===== config.mk =====
export PLATFORM = sky130hd
export DESIGN_NAME = siso_frame_arbiter
export DESIGN_NICKNAME = d
export VERILOG_FILES = /design/src/rtl/siso_frame_arbiter.sv
export SDC_FILE = /design/constraint.sdc
export NUM_CORES = 1
export LEC_CHECK = 0
export ABC_AREA = 1
export CAP_MARGIN = 10
export CORE_UTILIZATION = 45
export CTS_CLUSTER_DIAMETER = 100
export DETAILED_ROUTE_END_ITERATION = 10
export HOLD_SLACK_MARGIN = 0.03
export PLACE_DENSITY = 0.73
export SLEW_MARGIN = 10
export SYNTH_ARGS = -nofsm -noshare
export SYNTH_HDL_FRONTEND = slang
export SYNTH_SLANG_ARGS = --single-unit

===== constraint.sdc =====
create_clock -name clk -period 1.5 [get_ports clk]
set_clock_uncertainty 0.1 [all_clocks]
set_input_delay 0.3 -clock clk [delete_from_list [all_inputs] [get_ports clk]]
set_output_delay 0.3 -clock clk [all_outputs]
set_load 0.005 [all_outputs]

===== src/rtl/siso_frame_arbiter.sv =====
// siso_frame_arbiter: two-requester round-robin arbiter that owns one serial
// line. The granted parallel word is shifted out MSB-first with a valid
// strobe, followed by GAP idle cycles before the next arbitration.
// Optional even-parity bit after each frame: define SISO_ARB_PARITY_EN.
`timescale 1ns/1ps

module siso_frame_arbiter #(
    parameter int WIDTH = 8,
    parameter int GAP   = 1
) (
    input  logic             clk,
    input  logic             rst,
    input  logic             req0,
    input  logic [WIDTH-1:0] data0,
    input  logic             req1,
    input  logic [WIDTH-1:0] data1,
    output logic             ack0,
    output logic             ack1,
    output logic             sdo,
    output logic             sdo_valid,
    output logic             frame_start,
    output logic             owner,
    output logic             busy
);

    localparam int            CW       = $clog2(WIDTH + 1);
    localparam logic [CW-1:0] LAST_BIT = CW'(WIDTH);
    localparam logic [3:0]    GAP_LEN  = 4'(GAP);

    typedef enum logic [1:0] {
        S_IDLE   = 2'd0,
        S_SHIFT  = 2'd1,
        S_GAP    = 2'd2
`ifdef SISO_ARB_PARITY_EN
        , S_PARITY = 2'd3
`endif
    } state_t;

    state_t           state_q, state_d;
    logic [WIDTH-1:0] shreg_q, shreg_d;
    logic [CW-1:0]    bit_cnt_q, bit_cnt_d;
    logic [3:0]       gap_cnt_q, gap_cnt_d;
    logic             last_owner_q, last_owner_d;
    logic             sdo_q, sdo_d;
    logic             sdo_valid_q, sdo_valid_d;
    logic             frame_start_q, frame_start_d;
    logic             ack0_q, ack0_d;
    logic             ack1_q, ack1_d;
    logic             owner_q, owner_d;
    logic             busy_q, busy_d;
`ifdef SISO_ARB_PARITY_EN
    logic             parity_q, parity_d;
`endif

    logic             grant_sel;
    logic [WIDTH-1:0] grant_data;
    logic             end_frame;

    // Next-state and registered-output logic; every target defaulted first.
    always_comb begin
        state_d       = state_q;
        shreg_d       = shreg_q;
        bit_cnt_d     = bit_cnt_q;
        gap_cnt_d     = gap_cnt_q;
        last_owner_d  = last_owner_q;
        sdo_d         = sdo_q;
        sdo_valid_d   = sdo_valid_q;
        frame_start_d = 1'b0;
        ack0_d        = 1'b0;
        ack1_d        = 1'b0;
        owner_d       = owner_q;
        busy_d        = busy_q;
`ifdef SISO_ARB_PARITY_EN
        parity_d      = parity_q;
`endif
        end_frame     = 1'b0;

        // Lone requester wins; on contention the one that did not go last wins.
        grant_sel  = (req0 && req1) ? ~last_owner_q : req1;
        grant_data = grant_sel ? data1 : data0;

        case (state_q)
            S_IDLE: begin
                sdo_d       = 1'b0;
                sdo_valid_d = 1'b0;
                busy_d      = 1'b0;
                if (req0 || req1) begin
                    shreg_d       = {grant_data[WIDTH-2:0], 1'b0};
                    sdo_d         = grant_data[WIDTH-1];
                    sdo_valid_d   = 1'b1;
                    frame_start_d = 1'b1;
                    ack0_d        = ~grant_sel;
                    ack1_d        = grant_sel;
                    owner_d       = grant_sel;
                    last_owner_d  = grant_sel;
                    bit_cnt_d     = CW'(1);
                    busy_d        = 1'b1;
                    state_d       = S_SHIFT;
`ifdef SISO_ARB_PARITY_EN
                    parity_d      = ^grant_data;
`endif
                end
            end
            S_SHIFT: begin
                if (bit_cnt_q == LAST_BIT) begin
`ifdef SISO_ARB_PARITY_EN
                    state_d = S_PARITY;
                    sdo_d   = parity_q;
`else
                    end_frame = 1'b1;
`endif
                end else begin
                    sdo_d     = shreg_q[WIDTH-1];
                    shreg_d   = {shreg_q[WIDTH-2:0], 1'b0};
                    bit_cnt_d = bit_cnt_q + CW'(1);
                end
            end
`ifdef SISO_ARB_PARITY_EN
            S_PARITY: begin
                end_frame = 1'b1;
            end
`endif
            S_GAP: begin
                if (gap_cnt_q == GAP_LEN) begin
                    state_d   = S_IDLE;
                    busy_d    = 1'b0;
                    gap_cnt_d = 4'd0;
                end else begin
                    gap_cnt_d = gap_cnt_q + 4'd1;
                end
            end
            default: begin
                state_d = S_IDLE;
            end
        endcase

        // Last serial bit has been shown: drop the line, then gap or rearbitrate.
        if (end_frame) begin
            sdo_d       = 1'b0;
            sdo_valid_d = 1'b0;
            bit_cnt_d   = '0;
            if (GAP == 0) begin
                state_d = S_IDLE;
                busy_d  = 1'b0;
            end else begin
                state_d   = S_GAP;
                gap_cnt_d = 4'd1;
            end
        end
    end

    // State and output registers; reset aborts any frame in progress.
    always_ff @(posedge clk) begin
        if (rst) begin
            state_q       <= S_IDLE;
            shreg_q       <= '0;
            bit_cnt_q     <= '0;
            gap_cnt_q     <= '0;
            last_owner_q  <= 1'b1;
            sdo_q         <= 1'b0;
            sdo_valid_q   <= 1'b0;
            frame_start_q <= 1'b0;
            ack0_q        <= 1'b0;
            ack1_q        <= 1'b0;
            owner_q       <= 1'b0;
            busy_q        <= 1'b0;
`ifdef SISO_ARB_PARITY_EN
            parity_q      <= 1'b0;
`endif
        end else begin
            state_q       <= state_d;
            shreg_q       <= shreg_d;
            bit_cnt_q     <= bit_cnt_d;
            gap_cnt_q     <= gap_cnt_d;
            last_owner_q  <= last_owner_d;
            sdo_q         <= sdo_d;
            sdo_valid_q   <= sdo_valid_d;
            frame_start_q <= frame_start_d;
            ack0_q        <= ack0_d;
            ack1_q        <= ack1_d;
            owner_q       <= owner_d;
            busy_q        <= busy_d;
`ifdef SISO_ARB_PARITY_EN
            parity_q      <= parity_d;
`endif
        end
    end

    assign ack0        = ack0_q;
    assign ack1        = ack1_q;
    assign sdo         = sdo_q;
    assign sdo_valid   = sdo_valid_q;
    assign frame_start = frame_start_q;
    assign owner       = owner_q;
    assign busy        = busy_q;

endmodule

## Word level (Yosys, flattened, before mapping)

Cells that the tools add are included.

| storage, ports and cells | value |
|---|---|
| input port bits | 20 |
| word-level logic and storage cells | 69 |
| output and inout bits | 7 |
| bits in registers | 26 |

| operators by class | value |
|---|---|
| reduce and logical (&&, ||, !) cells | 15 |
| mux-type cells | 23 |
| bitwise gates (word level) | 5 |
| eq/ne operators | 10 |
| add/subtract/negate cells | 2 |

Operators with widths:

| kind | count |
|---|---|
| two-way mux 8 bit | 3 |
| case mux 8 bit (2 select lines) | 1 |
| two-way mux 4 bit | 3 |
| two-way mux 1 bit | 9 |
| AND reduction 3 bit | 3 |
| adder 4 x 1 -> 4 bit, second input constant | 2 |
| != test 2 bit, second input constant | 4 |
| case mux 4 bit (2 select lines) | 1 |
| two-way mux 2 bit | 3 |
| != test 3 bit, second input constant | 2 |
| case mux 2 bit (3 select lines) | 1 |
| AND reduction 2 bit | 3 |
| nonzero test 2 bit | 3 |
| NOT 1 bit | 5 |
| == test 4 x 1 -> 1 bit, second input constant | 1 |
| == test 4 bit, second input constant | 1 |
| case mux 1 bit (2 select lines) | 2 |
| OR reduction 2 bit | 2 |
| OR reduction 3 bit | 1 |
| == test 2 x 1 -> 1 bit, second input constant | 1 |
| == test 2 bit, second input constant | 1 |
| zero test 2 bit | 1 |
| logical AND 1 bit | 1 |
| logical OR 1 bit | 1 |

## Longest topological paths before layout

Gate-level depths: netlist (run 1).

| logic depth | value |
|---|---|
| word-level depth | 5 |
| depth in mapped cells | 9 |
| mapped depth without buffers | 9 |

## Worst setup path before layout (run 1)

No wires, ideal clock.

| timing path | value |
|---|---|
| path kind | flip-flop to flip-flop |
| start point | register bit_cnt_q[0] |
| end point | register bit_cnt_q[2] |
| data required time | 1.287 ns |
| buffers on the path | 1 |
| stages on the path, launching flop included | 10 |
| setup slack | 0.097 ns |
| clock period less this slack | 1.403 ns |
| arrival time | 1.189 ns |
| path through | dfxtp_1 -> inv_1 -> ha_1 -> nand3_1 -> nand2_4 -> nand2_8 -> buf_12 -> nand3_2 -> nand2_1 -> nor2_2 |

| on the way | value |
|---|---|
| word-level cells in the longest chain between the ends | 4 |
| elaborated cells between the ends (all ways) | 9 |

Ends and longest elaborated chain:

| item | RTL line | RTL |
|---|---|---|
| from (decl) | 41 | `logic [CW-1:0] bit_cnt_q, bit_cnt_d;` |
| from (signal assigned) | 173 | `bit_cnt_q <= bit_cnt_d;` |
| branches (longest 4 deep; another with adder 4 x 1 -> 4 bit) | n/a |  |

Parallel ways; which one is timed is not known. The select of a mux whose other input is x is not followed.
A chain may end at the register's enable or synchronous reset.

## Worst setup path after layout (run 1)

| timing path | value |
|---|---|
| start point | register bit_cnt_q[0] |
| end point | register shreg_q[6] |

| on the way | value |
|---|---|
| word-level cells in the longest chain between the ends | 3 |

Ends and longest elaborated chain:

| item | RTL line | RTL |
|---|---|---|
| == test 4 bit | 105 | `if (bit_cnt_q == LAST_BIT) begin` |
| != test 2 bit (no line) | n/a |  |
| AND reduction 3 bit (no line) | n/a |  |
| to (signal assigned) | 172 | `shreg_q <= shreg_d;` |
| to (decl) | 40 | `logic [WIDTH-1:0] shreg_q, shreg_d;` |

No other way between the ends.

==> summary.txt, run 1 <==
Final Wtd Congestion: 0.7782
Reg-to-Reg End: shreg_q[6]$_SDFFE_PP0P_
Max Cap Violations: 0
Final worst-path cycle share: 97.04%
FF-to-FF setup slack: 0.04 ns
Worst R2R Start: bit_cnt_q[0]$_SDFFE_PP0P_
Final ANT Viol Nets: 0
CP peak stage delay: 0.36 ns
Remaining global-route overflow: 0
Final Max Tran Viols: 0
Worst Hold Launch: owner$_SDFFE_PP0N_
IO Count: 27
Layout area overhead: 30.90%
Hold Path Class: flip-flop to flip-flop
Crit path kind: flip-flop to flip-flop
Largest net degree at the start of global routing: 18
Critical Path End Type: flip-flop
First-pass GRT wire length: 4864 um
Worst Hold Path Cells: 2
Most frequent CP cell: nand2_4
Die width: 56.50 um
DRC Markers: 0
Yosys warns: 0
P per Cell Area: 817.8 mW/mm2
Int Power: 0.0009943 W
Vias in the first global route: 1179
Clock sink total: 25
Worst-path clk slew: 0.15 ns
Routed wire length: 2904 um
Die Area: 0.003192 mm2
Min cycle time layout: 1.456 ns
Antenna cells: 0
CTS Root Cell: clkbuf_4
Antenna violations before repair: 0
Filler instances: 250
Wire per inst: 11.13 um
Worst-Skew Late Latency: 0.32 ns
Cts hold-fix bufs: 0
Power share of the clock group: 21.5%
Die Y: 56.50 um
Hold path endpoint: owner$_SDFFE_PP0N_
Net Sw Frac: 30.49%
Hold_ws: 0.3623 ns
Max_slew headroom: 78.88%
Finished Core Util: 62.89%
Cells after synthesis: 189
Fmax achieved: 0.6870 GHz
Maximum buffer depth of the clock tree: 2
Arr. time, crit path: 1.57 ns
Seq/Total Area, Yosys: 37.45%
Layout cells sized above 1: 19.57%
Biggest area consumer among synthesized cells: dfxtp_1
Leak Pwr: 0.8098 nW
Synth area leaders: dfxtp_1 (37%), nand2_1 (13%), nor2_1 (8.4%)
Syn Area/Cell: 7.070 um2
Switch Pwr: 0.0004361 W
Routed vias: 1289
Netlist cell types: 26
Core Region: 0.002781 mm2
Starting DRT DRC Count: 27
Worst-margin pin slew: 0.3143 ns
Endpoints failing setup: 0
Syn_nets: 211
#FFs+latches synth: 25
Via density: 4.939
Seq pwr share: 52.6%
Number of nets in the layout: 253
Yosys top cell area share: 37.45%
CP max FO: 8
Comb power frac: 25.9%
Initial Util: 48.04%
Pre-antenna DRT Iters: 4
Hpwl dp: 2283 um
Total CTS buffers: 3
CTS H-tree lvls: 1
CP Data Required Time: 1.62 ns
Slowest cell on the critical path: dfxtp_2
Maximum vdd drop: 0.6221 mV
Status: finished clean
Crit path launch type: flip-flop
CTS tree: done
Synth Cell Area: 0.001336 mm2
PortBufs: 26
Final Hold Viols: 0
GRT Util Overall: 18.90%
Number of cells on the worst reg-to-reg path: 7
Row Count: 19
Crit-path cells: inv_1 > ha_1 > nand3_2 > nand2_4 > nand2_4 > o21ai_2 > nor2_1
-- Yosys cell counts --
cell	n
nand4_1	2
inv_1	25
a21oi_1	11
nor2_1	30
nor2_2	2
nand2_8	1
nor3_1	2
inv_2	1
buf_2	2
nor2_4	1
dfxtp_1	25
nand2_1	48
a21oi_2	2
nor2_8	1
nand3_2	1
o21ai_0	3
nand2_2	1
buf_4	1
nand2_4	2
o211ai_1	1
buf_12	1
nor3_2	1
nand3b_1	6
o21ai_2	6
ha_1	2
nand3_1	11
-- layer usage --
layer / vias to the layer above / part of all wire (%) / GRT usage, %
li1: 673 / - / -
met1: 595 / 45 / 22.98
met2: 19 / 52 / 34.62
met3: 2 / 2.7 / 2.995
met4: 0 / 0.83 / 4.181
met5: - / 0 / 0
-- how the worst max path moves through the flow --
stage / start / endpoint / slack [ns] / cells past startpoint
2_1_floorplan: bit_cnt_q[0]$_SDFFE_PP0P_ / bit_cnt_q[2]$_SDFFE_PP0P_ / 0.1 / 9
3_3_place_gp: req1 / shreg_q[7]$_SDFFE_PP0P_ / -0.12 / 8
3_5_place_dp: req1 / shreg_q[5]$_SDFFE_PP0P_ / -0.20 / 8
4_1_cts: bit_cnt_q[0]$_SDFFE_PP0P_ / shreg_q[5]$_SDFFE_PP0P_ / 0.02 / 8
5_1_grt: bit_cnt_q[0]$_SDFFE_PP0P_ / bit_cnt_q[3]$_SDFFE_PP0P_ / -0.01 / 9
6_report: bit_cnt_q[0]$_SDFFE_PP0P_ / shreg_q[6]$_SDFFE_PP0P_ / 0.04 / 7
-- cell families (layout without fill, tap and decap cells) --
logic type	Yosys count	in the layout	share of synthesized area (%)
compound gates	23	23	11.05
fa+ha+maj	2	2	1.872
buf+inv	30	70	10.11
flops	25	25	37.45
simple gates	109	110	39.51
-- area by class of cell --
cell class                      count  area [um2]  share of cell area, %
Tap cell                           31       38.79                  2.217
Sequential cell                    25       506.7                  28.97
Clock inverter                      1       7.507                 0.4292
Clock buffer                        3       22.52                  1.288
Multi-Input combinational cell    135       719.4                  41.13
Inverter                           26       97.59                  5.579
Timing Repair Buffer               40       356.6                  20.39
-- power groups by stage --
stage,logic (W),clock network [W],registers [W]
3_5_place_dp,0.000371,0,0.000764
3_3_place_gp,0.000355,0,0.000761
6_report,0.000371,0.000308,0.000752
4_1_cts,0.000360,0.000319,0.000752
5_1_grt,0.000414,0.000335,0.000757
2_1_floorplan,0.000228,0,0.000760
-- worst max-delay path, delay by kind of cell, from the launching register on --
family | cells | cell delay (ns)
buffers and inverters | 1 | 0.09
DFF | 1 | 0.36
adders and majority gates | 1 | 0.19
and+or+nand+nor | 4 | 0.48
AOI/OAI and AO/OA | 1 | 0.15
-- state kept, by name, indices dropped and copies added, names as in the netlist --
signal and flops:
shreg_q 7, bit_cnt_q 4, gap_cnt_q 4, state_q 2, ack0 1, ack1 1, busy 1, frame_start 1
last_owner_q 1, owner 1, sdo 1, sdo_valid 1
-- stage by stage --
stage | total power (W) | setup slack [ns] | instance area, um2 | cells | setup TNS (ns)
2_1_floorplan | 0.0009880 | 0.09743 | 1336 | 189 | 0
3_3_place_gp | 0.001117 | -0.1217 | 1703 | 256 | -1.484
3_5_place_dp | 0.001134 | -0.1991 | 1703 | 256 | -2.343
4_1_cts | 0.001431 | 0.01699 | 1730 | 260 | 0
5_1_grt | 0.001506 | -0.01179 | 1749 | 261 | -0.01598
6_report | 0.001430 | 0.04442 | 1749 | 261 | 0
-- repair_timing --
item,in CTS,in global routing
pin swaps,0,1
gates resized for setup,12,2
hold endpoints to repair,0,0
endpoints found under the setup margin,13,7
gates cloned,0,1
buffers inserted,0,0
-- layout by cell type, fill, tap and decap left out --
cell	n
dlygate4sd2_1	7
dfxtp_2	5
ha_1	2
inv_1	25
nand2_1	48
nor3_2	1
buf_4	14
nor2_2	3
nor3_1	2
dfxtp_1	20
o21ai_2	6
clkdlybuf4s50_1	19
clkbuf_4	3
nor2_1	29
nand4_1	2
nand2_4	3
nand2_2	1
inv_2	1
nand3b_1	6
o21ai_0	3
nor2_4	1
a21oi_2	2
nand3_1	10
nor2_8	1
nand2_8	1
nand3_2	2
clkinvlp_4	1
a21oi_1	11
o211ai_1	1
Note: power is estimated with default switching activity, not from simulation.
==> run 2: changes to the inputs <==
- HOLD_SLACK_MARGIN: 0.03 -> default
- SLEW_MARGIN: 10 -> 25
- TNS_END_PERCENT: default -> 5
==> run 2 against run 1 <==
Net effect:
- die area is the same
- setup slack improved by 0.028 ns
- final area shrank 0.43%
- flip-flop and latch count did not move
- cell count shrank 0.38%
- count of clock-buffer cells in the layout unchanged
- sequential power about the same
- power is 0.72% lower
- critical path depth up 1
- worst hold slack about the same
- global-route usage unchanged
- clock power is essentially flat
- highest routed layer unchanged
==> summary.txt, run 2 (synthesis gave the netlist of run 1 again) <==
IO Count: 27 (unchanged)
Arr. time, crit path: 1.55 ns (-0.02 ns)
Routed wire length: 2790 um (-3.9%)
Commonest non-fill, non-tap cells in the layout: nand2_1 (48), nor2_1 (29), inv_1 (25), dfxtp_1 (20), clkdlybuf4s50_1 (19)
Total power: 0.001420 W (-0.72%)
Row Count: 19 (unchanged)
Die Area: 0.003192 mm2 (unchanged)
CTS H-tree lvls: 1 (unchanged)
Placed cells: 256 (unchanged)
Most common cell after layout, fill and taps aside: nand2_1
Status: finished clean
Layout area overhead: 30.34%
Remaining global-route overflow: 0 (unchanged)
Die Y: 56.50 um (unchanged)
Via density: 4.888 (-1.0%)
Routed vias: 1271 (-1.4%)
Worst-path clk slew: 0.15 ns (about the same)
Layout cells sized above 1: 19.21% (-0.35 points)
Most flops, register: shreg_q
CTS tree: done
Final Max Tran Viols: 0 (unchanged)
GRT Util Overall: 18.90% (unchanged)
Crit path launch type: flip-flop
DRC Markers: 0 (unchanged)
Core Region: 0.002781 mm2 (unchanged)
Vias in the first global route: 1179 (unchanged)
Final worst-path cycle share: 95.17% (-1.9 points)
Number of nets in the layout: 252 (-0.40%)
First-pass GRT wire length: 4864 um (unchanged)
Total CTS buffers: 3 (unchanged)
Design area: 0.001742 mm2 (-0.43%)
PortBufs: 26 (unchanged)
Starting DRT DRC Count: 36 (+33%)
Min cycle time layout: 1.428 ns (-0.02798 ns)
Antenna cells: 0 (unchanged)
P per Cell Area: 815.4 mW/mm2 (-0.29%)
Initial Util: 48.04% (unchanged)
Largest net degree at the start of global routing: 18 (unchanged)
Hpwl dp: 2283 um (unchanged)
Max reg flops: 7 (unchanged)
Finished Core Util: 62.62% (-0.27 points)
Worst-margin pin slew: 0.3063 ns (-0.008061 ns)
Clock sink total: 25 (unchanged)
Critical Path End Type: flip-flop
Max Cap Violations: 0 (unchanged)
Final ANT Viol Nets: 0 (unchanged)
Crit path kind: flip-flop to flip-flop
Endpoints failing setup: 0 (unchanged)
Placed instance area: 0.001703 mm2 (unchanged)
Pre-antenna DRT Iters: 4 (unchanged)
Fmax achieved: 0.7005 GHz (+2.0%)
Hold Path Class: flip-flop to flip-flop
CP Data Required Time: 1.62 ns (about the same)
Leak Pwr: 0.8152 nW (+0.67%)
Maximum vdd drop: 0.6243 mV (+0.35%)
Unrepaired setup endpoints after global routing: true
Final Non-Filler Cells: 260 (-0.38%)
Antenna violations before repair: 0 (unchanged)
Top flop regs: shreg_q (7), bit_cnt_q (4), gap_cnt_q (4)
CTS Root Cell: clkbuf_4
Final Wtd Congestion: 0.7782 (unchanged)
Die width: 56.50 um (unchanged)
Maximum buffer depth of the clock tree: 2 (unchanged)
Max_slew headroom: 79.43% (+0.54 points)
CP max FO: 17 (+9)
Wire per inst: 10.73 um (-3.6%)
Worst-Skew Late Latency: 0.32 ns (about the same)
Cts hold-fix bufs: 0 (unchanged)
Final Hold Viols: 0 (unchanged)
Hold_ws: 0.3624 ns (+0.00008800 ns)
run 2: changes by cell type in the layout (fill, tap and decap cells not counted), sizes merged:
cell,change
dlygate4sd2,-1
dlymetal6s2s,+1
nand2,-1
run 2: per-layer routing:
layer	routed length, um	GRT usage (%)
met5	0	0
met4	21	4.181
met3	80	2.995
met2	1441	34.62
met1	1247	22.98
run 2: cell type report:
| cell class | instances | area, um2 |
|---|---|---|
| fillers | 252 | 1040 |
| multi-input cells | 134 | 708.2 |
| flip-flops and latches | 25 | 506.7 |
| repair buffers | 40 | 360.3 |
| inverters | 26 | 97.59 |
| well taps | 31 | 38.79 |
| clock buffers | 3 | 22.52 |
| clock inverters | 1 | 7.507 |
run 2: critical path, stage by stage, from the launching register on:
cell and delay [ns]:
dfxtp_2 0.37, inv_1 0.07, ha_1 0.22, nand3_2 0.11, nand2_4 0.09, nand2_8 0.15
nand2_1 0.07, nor2_1 0.11, nor2_1 0.05
run 2: worst paths after layout:
path / endpoint / cells after the start / slack [ns] / from
hold reg to reg: owner$_SDFFE_PP0N_ / 2 / 0.36 / owner$_SDFFE_PP0N_
hold / removal: owner$_SDFFE_PP0N_ / 2 / 0.36 / owner$_SDFFE_PP0N_
setup reg to reg: shreg_q[5]$_SDFFE_PP0P_ / 8 / 0.07 / bit_cnt_q[0]$_SDFFE_PP0P_
setup / recovery: shreg_q[5]$_SDFFE_PP0P_ / 8 / 0.07 / bit_cnt_q[0]$_SDFFE_PP0P_
run 2: what timing repair did:
item	4_1_cts	5_1_grt
endpoints found under the hold margin	0	0
gates resized for setup	11	3
cloned	0	0
pin swaps	0	3
setup endpoints to repair	13	8
buffers inserted	0	0
run 2: report_power, final:
group	switching (W)	internal, W	total [W]	leakage (nW)
sequential	0.0000334	0.000718	0.000751	0.207
clock	0.000206	0.000102	0.000308	0.0139
combinational	0.000187	0.000174	0.000361	0.594
total	0.000427	0.000993	0.00142	0.815
run 2: stage by stage:
stage	TNS, ns	setup WS, ns
floorplan	0	0.09743
global placement	-1.484	-0.1217
detailed placement	-2.343	-0.1991
CTS	-0.07957	-0.07957
global route	-0.03421	-0.02691
finish	0	0.07240
==> run 3: changes to the inputs <==
- ABC_AREA: 1 -> 0
- CORE_ASPECT_RATIO: default -> 1.5
- CORE_UTILIZATION: 45 -> 44
==> run 3 against run 2 <==
Net effect:
- the run now ends with setup timing left
- power fell by 2.2%
- synthesized area decreased by 10%
- critical endpoint is now shreg_q[7]$_SDFFE_PP0P_
- count of clock-buffer cells in the layout is 1 higher
- combinational power shrank 4%
- routed wire length up 3.1%
- sequential power decreased by 1%
- cell count shrank 18%
- non-clock buffer count rose by 10
- first-iteration DRC count fell by 33%
- final area decreased by 1.8%
- sequential share of layout area rose by 0.75 points
- fmax fell by 7.1%
==> summary.txt, run 3 <==
Status: finished, violations left
Failing checks: setup timing
Final ANT Viol Nets: 0 (unchanged)
Crit path launch type: flip-flop
Die Y: 65.96 um (+17%)
Cells after synthesis: 129 (-32%)
Placed cells: 205 (-20%)
Maximum vdd drop: 0.5527 mV (-11%)
Vias in the first global route: 1198 (+1.6%)
Synth cell count leaders: dfxtp_1 (25), nor2_1 (11), a21oi_1 (9)
Worst-margin pin slew: 0.4868 ns (+0.1806 ns)
CP Data Required Time: 1.62 ns (about the same)
Final worst slack: -0.03744 ns (-0.1098 ns)
Endpoints failing setup: 6 (+6)
Max reg flops: 7 (unchanged)
Worst slack, placed: -0.4936 ns (-0.2945 ns)
CTS H-tree lvls: 1 (unchanged)
Die Area: 0.002944 mm2 (-7.8%)
Predominant post-synthesis flop cell: dfxtp_1
Placed instance area: 0.001637 mm2 (-3.9%)
Routed vias: 1133 (-11%)
Top flop regs: shreg_q (7), bit_cnt_q (4), gap_cnt_q (4)
Unrepaired setup endpoints after global routing: true
Leak Pwr: 0.6886 nW (-16%)
Netlist cell types: 43 (+65%)
Routed wire length: 2877 um (+3.1%)
Remaining global-route overflow: 0 (unchanged)
Min cycle time layout: 1.537 ns (+0.1098 ns)
Register Area: 510.5 um2 (+0.74%)
CTS Root Cell: clkbuf_4
Worst-Skew Late Latency: 0.31 ns (about the same)
Starting DRT DRC Count: 24 (-33%)
Total CTS buffers: 3 (unchanged)
Die width: 44.64 um (-21%)
Hpwl dp: 2189 um (-4.1%)
Worst-path clk slew: 0.14 ns (about the same)
Hold Path Class: flip-flop to flip-flop
Commonest non-fill, non-tap cells in the layout: buf_4 (21), dfxtp_1 (17), clkdlybuf4s50_1 (17), nor2_1 (11)
Wire per inst: 13.57 um (+26%)
Core Region: 0.002505 mm2 (-9.9%)
Multi-input gate area in the final layout: 676.9 um2 (-4.4%)
IO Count: 27 (unchanged)
Most common cell after layout, fill and taps aside: buf_4
Fmax achieved: 0.6504 GHz (-7.1%)
Initial Util: 47.90% (-0.14 points)
PortBufs: 26 (unchanged)
Pre-antenna DRT Iters: 4 (unchanged)
CP max FO: 6 (-11)
Yosys warns: 0 (unchanged)
Synth Cell Area: 0.001200 mm2 (-10%)
Yosys top cell area share: 41.71% (+4.3 points)
P per Cell Area: 811.8 mW/mm2 (-0.45%)
First-pass GRT wire length: 5030 um (+3.4%)
Filler instances: 206 (-18%)
Layout cells sized above 1: 30.11% (+11 points)
Design area: 0.001710 mm2 (-1.8%)
Synth area leaders: dfxtp_1 (42%), mux2i_1 (5.8%), a31o_1 (5.1%)
Top-count cell post-synth: dfxtp_1
Antenna cells: 0 (unchanged)
Critical Path End Type: flip-flop
Via density: 5.344 (+9.3%)
Final Non-Filler Cells: 212 (-18%)
GRT Util Overall: 22.61% (+3.7 points)
Arr. time, crit path: 1.66 ns (+0.11 ns)
Crit path kind: flip-flop to flip-flop
Final Hold Viols: 0 (unchanged)
Syn Area/Cell: 9.302 um2 (+32%)
Number of nets in the layout: 199 (-21%)
Post-synth EDFFs: 0 (unchanged)
Syn_nets: 151 (-28%)
Final Wtd Congestion: 0.7305 (-6.1%)
DRC Markers: 0 (unchanged)
Max_slew headroom: 67.33% (-12 points)
Largest net degree at the start of global routing: 18 (unchanged)
Most flops, register: shreg_q
Final Max Tran Viols: 0 (unchanged)
Max Cap Violations: 0 (unchanged)
CTS tree: done
Final worst-path cycle share: 102.5% (+7.3 points)
Biggest area consumer among synthesized cells: dfxtp_1
#FFs+latches synth: 25 (unchanged)
Maximum buffer depth of the clock tree: 2 (unchanged)
Ys async rst share: 0% (unchanged)
Clock sink total: 25 (unchanged)
Layout area overhead: 42.54%
Row Count: 22 (+3)
Seq/Total Area, Yosys: 41.71% (+4.3 points)
Cts hold-fix bufs: 0 (unchanged)
Fin Setup TNS: -0.1552 ns (-0.1552 ns)
Antenna violations before repair: 0 (unchanged)
==> run 3: changes by cell type after synthesis, moves of 4 or more <==
cell      change
nor2_1       -19
nand2_1      -44
nand3b_1      -4
o21ai_2       -6
nand3_1       -5
o21ai_0       +4
mux2i_1       +7
inv_1        -22
a31o_1        +7
==> run 3: cells by family (layout without fill, tap and decap cells) <==
family	after synthesis	after routing	share of synthesized area [%]
muxes	8	8	6.778
and+or+nand+nor	40	40	18.56
xor gates and xnor gates	3	3	2.190
DFF	25	25	41.71
adders and majority gates	2	2	2.085
buffers and inverters	10	57	4.380
AOI/OAI and AO/OA	41	41	24.30
==> run 3: final cells by class <==
| class | count | area share, % |
|---|---|---|
| multi-input cells | 94 | 39.58 |
| flip-flops and latches | 25 | 29.85 |
| clock buffers | 4 | 1.536 |
| inverters | 3 | 0.6584 |
| repair buffers | 50 | 25.75 |
| well taps | 36 | 2.634 |
==> run 3: worst paths after layout <==
check                                               end  slack (ns)  cells after the start                      start
worst max-delay path            shreg_q[7]$_SDFFE_PP0P_       -0.04                      7  bit_cnt_q[0]$_SDFFE_PP0P_
worst min-delay path                   sdo$_SDFFE_PP0P_        0.37                      2           sdo$_SDFFE_PP0P_
worst max register to register  shreg_q[7]$_SDFFE_PP0P_       -0.04                      7  bit_cnt_q[0]$_SDFFE_PP0P_
worst min register to register         sdo$_SDFFE_PP0P_        0.37                      2           sdo$_SDFFE_PP0P_
==> run 3: worst max-delay path, cell delays in order, from the launching register on <==
cell and delay [ns]:
dfxtp_2 0.35, inv_2 0.07, ha_4 0.13, nand3b_1 0.15, a22oi_2 0.25, buf_6 0.17, a211oi_1 0.05, a31o_1 0.19
==> run 3: power by group <==
group          internal [W]  switching [W]
Clock              0.000104       0.000194
Combinational      0.000192       0.000156
Sequential         0.000716      0.0000266
Total               0.00101       0.000377
==> run 3: stage by stage <==
step | hold slack, ns | power (W) | util [%]
floorplan | 0.3066 | 0.0009326 | -
global placement | 0.3492 | 0.001082 | 65.33
detailed placement | 0.3592 | 0.001097 | 65.33
CTS | 0.3721 | 0.001394 | 67.73
global route | 0.4016 | 0.001475 | 68.28
finish | 0.3724 | 0.001388 | 68.28
==> run 3: what timing repair did <==
action / 4_1_cts / 5_1_grt
setup buffers: 2 / 1
gates resized for setup: 20 / 2
pin swaps: 2 / 4
setup endpoints to repair: 21 / 14
==> run 3: per-layer routing <==
metal | global-route usage (%) | share of wire (%) | vias up
li1 | - | - | 567
met1 | 23.56 | 40 | 544
met2 | 45.59 | 58 | 20
met3 | 2.459 | 2.1 | 2
met4 | 4.924 | 0.21 | 0
met5 | 0 | 0 | -
